## src/rtl/bird_physics.sv

```systemverilog
// rtl/bird_physics.sv - bird vertical motion: gravity-ticked velocity integration,
// flap impulse on rising edge, ceiling stop and floor crash with IDLE/FLY/CRASHED control.
module bird_physics #(
  parameter int Y_WIDTH      = 4,
  parameter int Y_START      = 8,
  parameter int VEL_WIDTH    = 4,
  parameter int GRAVITY_RATE = 150,
  parameter int FLAP_VEL     = 2,
  parameter int V_MAX        = 3
) (
  input  logic                        Clock,
  input  logic                        Reset,
  input  logic                        Enable,
  input  logic                        Flap,
  input  logic                        Restart,
  output logic [Y_WIDTH-1:0]          Y,
  output logic signed [VEL_WIDTH-1:0] Vel,
  output logic                        Flying,
  output logic                        Crashed
);

  localparam int CW = (GRAVITY_RATE > 2) ? $clog2(GRAVITY_RATE) : 1;
  localparam int SW = Y_WIDTH + 2;

  localparam logic [CW-1:0]               CNT_LAST = CW'(GRAVITY_RATE - 1);
  localparam logic [Y_WIDTH-1:0]          Y_MAX_U  = {Y_WIDTH{1'b1}};
  localparam logic signed [SW-1:0]        Y_MAX_S  = $signed({2'b00, Y_MAX_U});
  localparam logic [Y_WIDTH-1:0]          Y_RESET  = Y_WIDTH'(Y_START);
  localparam logic signed [VEL_WIDTH-1:0] V_FLAP   = VEL_WIDTH'(-FLAP_VEL);
  localparam logic signed [VEL_WIDTH-1:0] V_TERM   = VEL_WIDTH'(V_MAX);

  typedef enum logic [1:0] {
    ST_IDLE    = 2'd0,
    ST_FLY     = 2'd1,
    ST_CRASHED = 2'd2
  } state_t;

  state_t                        state_q, state_d;
  logic [Y_WIDTH-1:0]            y_q, y_d;
  logic signed [VEL_WIDTH-1:0]   vel_q, vel_d;
  logic [CW-1:0]                 cnt_q, cnt_d;
  logic                          flap_q;
  logic                          flying_q, crashed_q;
  logic                          flap_ev;
  logic signed [SW-1:0]          sum;

  always_comb begin
    state_d = state_q;
    y_d     = y_q;
    vel_d   = vel_q;
    cnt_d   = cnt_q;
    flap_ev = Flap & ~flap_q & Enable;
    sum     = $signed({2'b00, y_q}) + SW'(vel_q);

    unique case (state_q)
      ST_IDLE: begin
        if (flap_ev) begin
          state_d = ST_FLY;
          vel_d   = V_FLAP;
          cnt_d   = '0;
        end
      end
      ST_FLY: begin
        // A flap on the step cycle pre-empts the step entirely.
        if (flap_ev) begin
          vel_d = V_FLAP;
          cnt_d = '0;
        end else if (Enable) begin
          if (cnt_q == CNT_LAST) begin
            cnt_d = '0;
            if (sum < 0) begin
              y_d   = '0;
              vel_d = '0;
            end else if (sum >= Y_MAX_S) begin
              y_d     = Y_MAX_U;
              vel_d   = '0;
              state_d = ST_CRASHED;
            end else begin
              y_d   = sum[Y_WIDTH-1:0];
              vel_d = (vel_q >= V_TERM) ? V_TERM : vel_q + VEL_WIDTH'(1);
            end
          end else begin
            cnt_d = cnt_q + CW'(1);
          end
        end
      end
      ST_CRASHED: begin
        if (Restart && Enable) begin
          state_d = ST_IDLE;
          y_d     = Y_RESET;
          vel_d   = '0;
          cnt_d   = '0;
        end
      end
      default: state_d = ST_IDLE;
    endcase
  end

  always_ff @(posedge Clock) begin
    if (!Reset) begin
      state_q   <= ST_IDLE;
      y_q       <= Y_RESET;
      vel_q     <= '0;
      cnt_q     <= '0;
      flap_q    <= 1'b0;
      flying_q  <= 1'b0;
      crashed_q <= 1'b0;
    end else begin
      state_q   <= state_d;
      y_q       <= y_d;
      vel_q     <= vel_d;
      cnt_q     <= cnt_d;
      flap_q    <= Flap;
      flying_q  <= (state_d == ST_FLY);
      crashed_q <= (state_d == ST_CRASHED);
    end
  end

  assign Y       = y_q;
  assign Vel     = vel_q;
  assign Flying  = flying_q;
  assign Crashed = crashed_q;

endmodule

```

## config.mk

```make
export PLATFORM = sky130hd
export DESIGN_NAME = bird_physics
export DESIGN_NICKNAME = d
export VERILOG_FILES = /design/src/rtl/bird_physics.sv
export SDC_FILE = /design/constraint.sdc
export NUM_CORES = 1
export LEC_CHECK = 0
export CELL_PAD_IN_SITES_DETAIL_PLACEMENT = 0
export CELL_PAD_IN_SITES_GLOBAL_PLACEMENT = 1
export CORE_MARGIN = 3
export CORE_UTILIZATION = 39
export CTS_BUF_LIST = sky130_fd_sc_hd__clkbuf_4 sky130_fd_sc_hd__clkbuf_8
export DETAILED_ROUTE_END_ITERATION = 10
export GPL_TIMING_DRIVEN = 1
export PLACE_DENSITY = 0.82
export SLEW_MARGIN = 10
export SYNTH_ARGS = -nofsm -noshare
export SYNTH_HDL_FRONTEND = slang
export SYNTH_SLANG_ARGS = --single-unit
```

## constraint.sdc

```tcl
create_clock -name Clock -period 2.15 [get_ports Clock]
set_input_delay 0.215 -clock Clock [delete_from_list [all_inputs] [get_ports Clock]]
set_output_delay 0.215 -clock Clock [all_outputs]
set_load 0.1 [all_outputs]
```

-- Word level (Yosys, flattened, before mapping)
Cells that the tools add are included.
- $add $sub $neg: 3
- $lt $le $gt $ge: 3
- equal/unequal tests: 12
- muxes and demuxes: 30
- bitwise operators: 3
- reductions and logical operators: 7
- operators with widths (kind ; number):
    2-to-1 mux 4 bit ; 14
    2-to-1 mux 8 bit ; 5
    one-hot mux 8 bit (3 select lines) ; 1
    2-to-1 mux 2 bit ; 7
    one-hot mux 4 bit (3 select lines) ; 1
    inequality test 2 bit (second input constant) ; 5
    AND reduction 5 bit ; 2
    adder 8 x 1 -> 8 bit (second input constant) ; 1
    equality test 8 bit (second input constant) ; 1
    one-hot mux 4 bit (2 select lines) ; 1
    adder 5 x 4 -> 6 bit ; 1
    greater-or-equal comparator 6 x 5 -> 1 bit (second input constant) ; 1
    less-than comparator 6 x 1 -> 1 bit (second input constant) ; 1
    inequality test 3 bit (second input constant) ; 2
    one-hot mux 2 bit (3 select lines) ; 1
    adder 4 x 2 -> 4 bit (second input constant) ; 1
    equality test 2 x 1 -> 1 bit (second input constant) ; 2
    equality test 2 bit (second input constant) ; 2
    greater-or-equal comparator 4 x 3 -> 1 bit (second input constant) ; 1
    AND reduction 4 bit ; 1
    nonzero test 3 bit ; 1
    bitwise AND 1 bit ; 2
    logical NOT 2 bit ; 1
    nonzero test 2 bit ; 1
    other kinds (2) ; 2
- register bits: 21
- bits of input ports: 5
- output and inout bits: 10
- word-level logic and storage cells: 65

-- Longest topological paths before layout
- word-level depth: 9
- mapped depth: 8

-- Worst setup path after synthesis
OpenSTA, ideal clock, no wires.
- path type: register to register
- start point: register vel_q[0], in the netlist Vel[0]
- end point: register vel_q[1], in the netlist Vel[1]
- library setup time: 0.075 ns
- arrival time: 2.807 ns
- data required time: 2.075 ns
- slack: -0.733 ns
- stages on the path, launching flop included: 8
- buffers on the path: 0
- path through: dfxtp_1 > ha_1 > fa_1 > and3_1 > nand4_1 > o221ai_2 > or4b_1 > a31oi_1
- word-level cells in the longest chain between the ends: 8
- RTL lines (item ; RTL line ; text):
    start, declared ; 40 ; logic signed [VEL_WIDTH-1:0] vel_q, vel_d;
    start signal, assigned ; 111 ; vel_q <= vel_d;
    adder 5 x 4 -> 6 bit (tied with other cells) ; 53 ; sum = $signed({2'b00, y_q}) + SW'(vel_q);
    greater-or-equal comparator 6 x 5 -> 1 bit / 2-to-1 mux 4 bit (equally long branches) ; 74, 80 ;
    2-to-1 mux 4 bit ; 74 ; end else if (sum >= Y_MAX_S) begin
    2-to-1 mux 4 bit * ; 71 ; if (sum < 0) begin
    2-to-1 mux 4 bit * ; 69 ; if (cnt_q == CNT_LAST) begin
    2-to-1 mux 4 bit * ; 68 ; end else if (Enable) begin
    2-to-1 mux 4 bit * ; 65 ; if (flap_ev) begin
    one-hot mux 4 bit (3 select lines) * ; 55 ; unique case (state_q)
Mark *: on every way between the ends. The rest lies on a longest branch, timed or not. The select of a mux whose other input is x is not followed.
A chain may end at the register's enable or synchronous reset.

-- Final worst setup path
- start point: register y_q[0], in the netlist Y[0]
- end point: register vel_q[1], in the netlist Vel[1]
- word-level cells in the longest chain between the ends: 8
- RTL lines (item ; RTL line ; text):
    start, declared ; 39 ; logic [Y_WIDTH-1:0] y_q, y_d;
    start signal, assigned ; 110 ; y_q <= y_d;
    adder 5 x 4 -> 6 bit * ; 53 ;
    greater-or-equal comparator 6 x 5 -> 1 bit ; 74 ;
    2-to-1 mux 4 bit ; 74 ;
    2-to-1 mux 4 bit * ; 71 ;
    2-to-1 mux 4 bit * ; 69 ;
    2-to-1 mux 4 bit * ; 68 ;
    2-to-1 mux 4 bit * ; 65 ;
    one-hot mux 4 bit (3 select lines) * ; 55 ;
Marked as above.

==> run_results.csv <==
group,metric,value,unit
synth,synth_edf_count,0,
place,port_buffers,14,
layout,multi_input_area,0.00104,mm²
pwr,internal-power,637,µW
place,globalplace.congestion,0.883,
grt,grt_pass1_vias,1388,
critical_path,critPathKind,"reg2reg",
floorplan,ioPinCount,15,
synth,ys_ff_latch,21,
pwr,pwr-share-comb,0.373,
routing,drtIter0Drc,67,
floorplan,core,0.00339,mm²
synth,ys_seq_area_frac,0.300,
timing,fmax,468,MHz
routing,drc_errors,0,
synth,syn-cell-area,0.00140,mm²
clock_network,cts_buffer_depth,2,
clock_network,cts_num_sinks,21,
synth,synth-main-ff-cell,"dfxtp_1",
routing,wirelength,3820,µm
critical_path,end_kind,"flip-flop",
routing,drt-wirelength-per-cell,15.2,µm
synth,netlist-cell-type-count,45,
pwr,ir_drop,378,µV
flow_run,max_cap_violations,0,
layout,fillCellCount,303,
routing,via_per_inst,5.58,
critical_path,required,2380,ps
clock_network,clk_latency,310,ps
place,dp_hpwl,2820,µm
routing,dr_total_vias,1407,
floorplan,initial_utilization,0.413,
critical_path,worst_ep_arrival_time,2370,ps
grt,grt_pass1_wl,6050,µm
timing,fin_crit,2140,ps
pwr,clkPwrFrac,0.209,
routing,drtPass1Iterations,4,
synth,synth_nets,188,
hold_path,timing.hold.worst_path_depth,2,
grt,grtUsageTotal,0.179,
layout,register_area,450,µm²
layout,finalNetCount,225,
layout,stdcell_area,0.00191,mm²
pwr,p_leak,0.741,nW
floorplan,die_h,65.9,µm
routing,ant_nets,0,
layout,area_delta_synth_final,36.3,%
pwr,swShare,0.363,
clock_network,clk_pin_slew_worst_paths,130,ps
hold_path,hold_class,"reg2reg",
outcome,status,"finished, final reports clean",
critical_path,ff2ff_path_depth,7,
grt,antenna_found_initial,0,
clock_network,numCtsBuffers,3,
floorplan,dieArea,0.00434,mm²
timing,tns,0,ps
timing,fin_skew,11.6,ps
critical_path,startpoint_type,"flip-flop",
timing,period_share,0.995,
synth,yosys_warnings,0,
synth,synth_area_per_cell,8.24,µm²
grt,grt_max_degree,12,
critical_path,crit_fanout,5,
timing,finalSetupViolCount,0,
clock_network,cts_tree,"done",
pwr,p_seq_frac,0.418,
pwr,p_per_area,524,mW/mm²
clock_network,cts-root-buf,"clkbuf_4",
floorplan,die_x,65.9,µm
floorplan,rows,21,
timing,worstMarginPinSlew,421,ps
timing,rsz0062_at_grt,"true",
place,place_area,0.00172,mm²
clock_network,htree_levels,1,
pwr,p_switching,363,µW
layout,diodes,0,
synth,async_flop_share,0,
timing,slew_headroom,0.717,
timing,maxSlewViolCount,0,
grt,gr-total-overflow,0,
timing,hold_viol,0,
synth,syn_inst,170,
layout,drive_gt1_frac,0.282,
[power by group through the flow]
stage	Clock [mW]	Combinational (mW)	Sequential (mW)
final	0.209	0.373	0.419
after floorplan	0	0.133	0.499
after global routing	0.231	0.399	0.422
after CTS	0.219	0.342	0.418
after global placement	0	0.302	0.425
after detailed placement	0	0.306	0.426
[cells in the final DEF (no fill, tap or decap), types with 2 or more instances in the layout]
cell and n:
a31oi_1 2, dfxtp_1 13, or3_1 6, nand4b_1 2, or4b_1 2, o211ai_1 2, inv_1 15, clkbuf_4 4
o21ai_0 13, a31oi_4 3, buf_4 29, and2_1 3, or4_1 2, and3_1 3, nor2b_1 2, clkdlybuf4s50_1 4
nand3_1 5, nand2b_1 4, nand3b_1 4, a21oi_1 14, a211o_1 2, nand2_1 12, o21ai_1 3, dfxtp_4 8
ha_1 9, ha_4 3, nand4_1 5, nor2_1 9
[area by class of cell]
class | count | area share
multi-input combinational | 132 | 0.543
clock buffer | 4 | 0.0157
sequential | 21 | 0.236
inverter | 15 | 0.0295
timing repair buffer | 34 | 0.146
tap | 46 | 0.0302
[flip-flops by register name, summed over array words and instances (netlist names)]
| name | cells |
|---|---|
| state_q | 2 |
| Crashed | 1 |
| Vel | 4 |
| cnt_q | 8 |
| flap_q | 1 |
| Y | 4 |
| Flying | 1 |
[per-layer routing]
layer | vias up | wire length [µm] | global-route usage | share of wire
li1 | 708 | - | - | -
met1 | 666 | 1620 | 0.205 | 0.42
met2 | 27 | 2000 | 0.315 | 0.52
met3 | 6 | 148 | 0.0391 | 0.039
met4 | 0 | 57 | 0.0751 | 0.015
met5 | - | 0 | 0 | 0
[stage by stage]
step	setup slack, ps	hold slack [ps]	power (mW)	utilization	cells
2_1_floorplan	-139	337	0.632	-	170
3_3_place_gp	-33.0	476	0.727	0.509	242
3_5_place_dp	-113	491	0.732	0.509	242
4_1_cts	-8.51	511	0.978	0.535	248
5_1_grt	-102	540	1.05	0.563	252
6_report	11.3	506	1.00	0.563	252
[what timing repair did]
item                                    CTS  global route
setup buffers                             2             4
pin swaps                                 5             7
endpoints found under the setup margin    8            10
endpoints found under the hold margin     0             0
hold buffers                              0             0
cloned                                    0             0
resized for setup                         5            11
[cells in the mapped netlist (4+ instances only)]
library cell | number | area [µm²]
a21oi_1 | 14 | 70.1
nand3b_1 | 4 | 30.0
dfxtp_1 | 21 | 420
ha_1 | 12 | 150
nand3_1 | 5 | 25.0
or3_1 | 6 | 37.5
inv_1 | 15 | 56.3
nand2_1 | 12 | 45.0
o21ai_0 | 15 | 75.1
nor2_1 | 10 | 37.5
nand4_1 | 5 | 31.3
nand2b_1 | 4 | 25.0
[critical path: stages (launching register included)]
cell      delay [ps]
dfxtp_4          370
ha_4             160
fa_2             370
nand3b_1         140
and4_4           250
o221ai_4         160
or4b_1           480
a31oi_1          130
[logic make-up (layout without fill, tap and decap cells)]
logic type | after synthesis | after routing | share of synthesized area
simple gates | 65 | 65 | 0.268
buf+inv | 17 | 53 | 0.0465
xor+xnor | 3 | 3 | 0.0241
flops | 21 | 21 | 0.300
fa+ha+maj | 13 | 13 | 0.122
compound gates | 51 | 51 | 0.240
[path summary, 6_finish.rpt]
path | from | endpoint | slack, ps
worst max-delay path | Y[0] | Vel[1] | 10
worst min-delay path | cnt_q[1] | cnt_q[1] | 510
worst max register to register | Y[0] | Vel[1] | 10
worst min register to register | cnt_q[1] | cnt_q[1] | 510
Note: power is estimated with default switching activity, not from simulation.
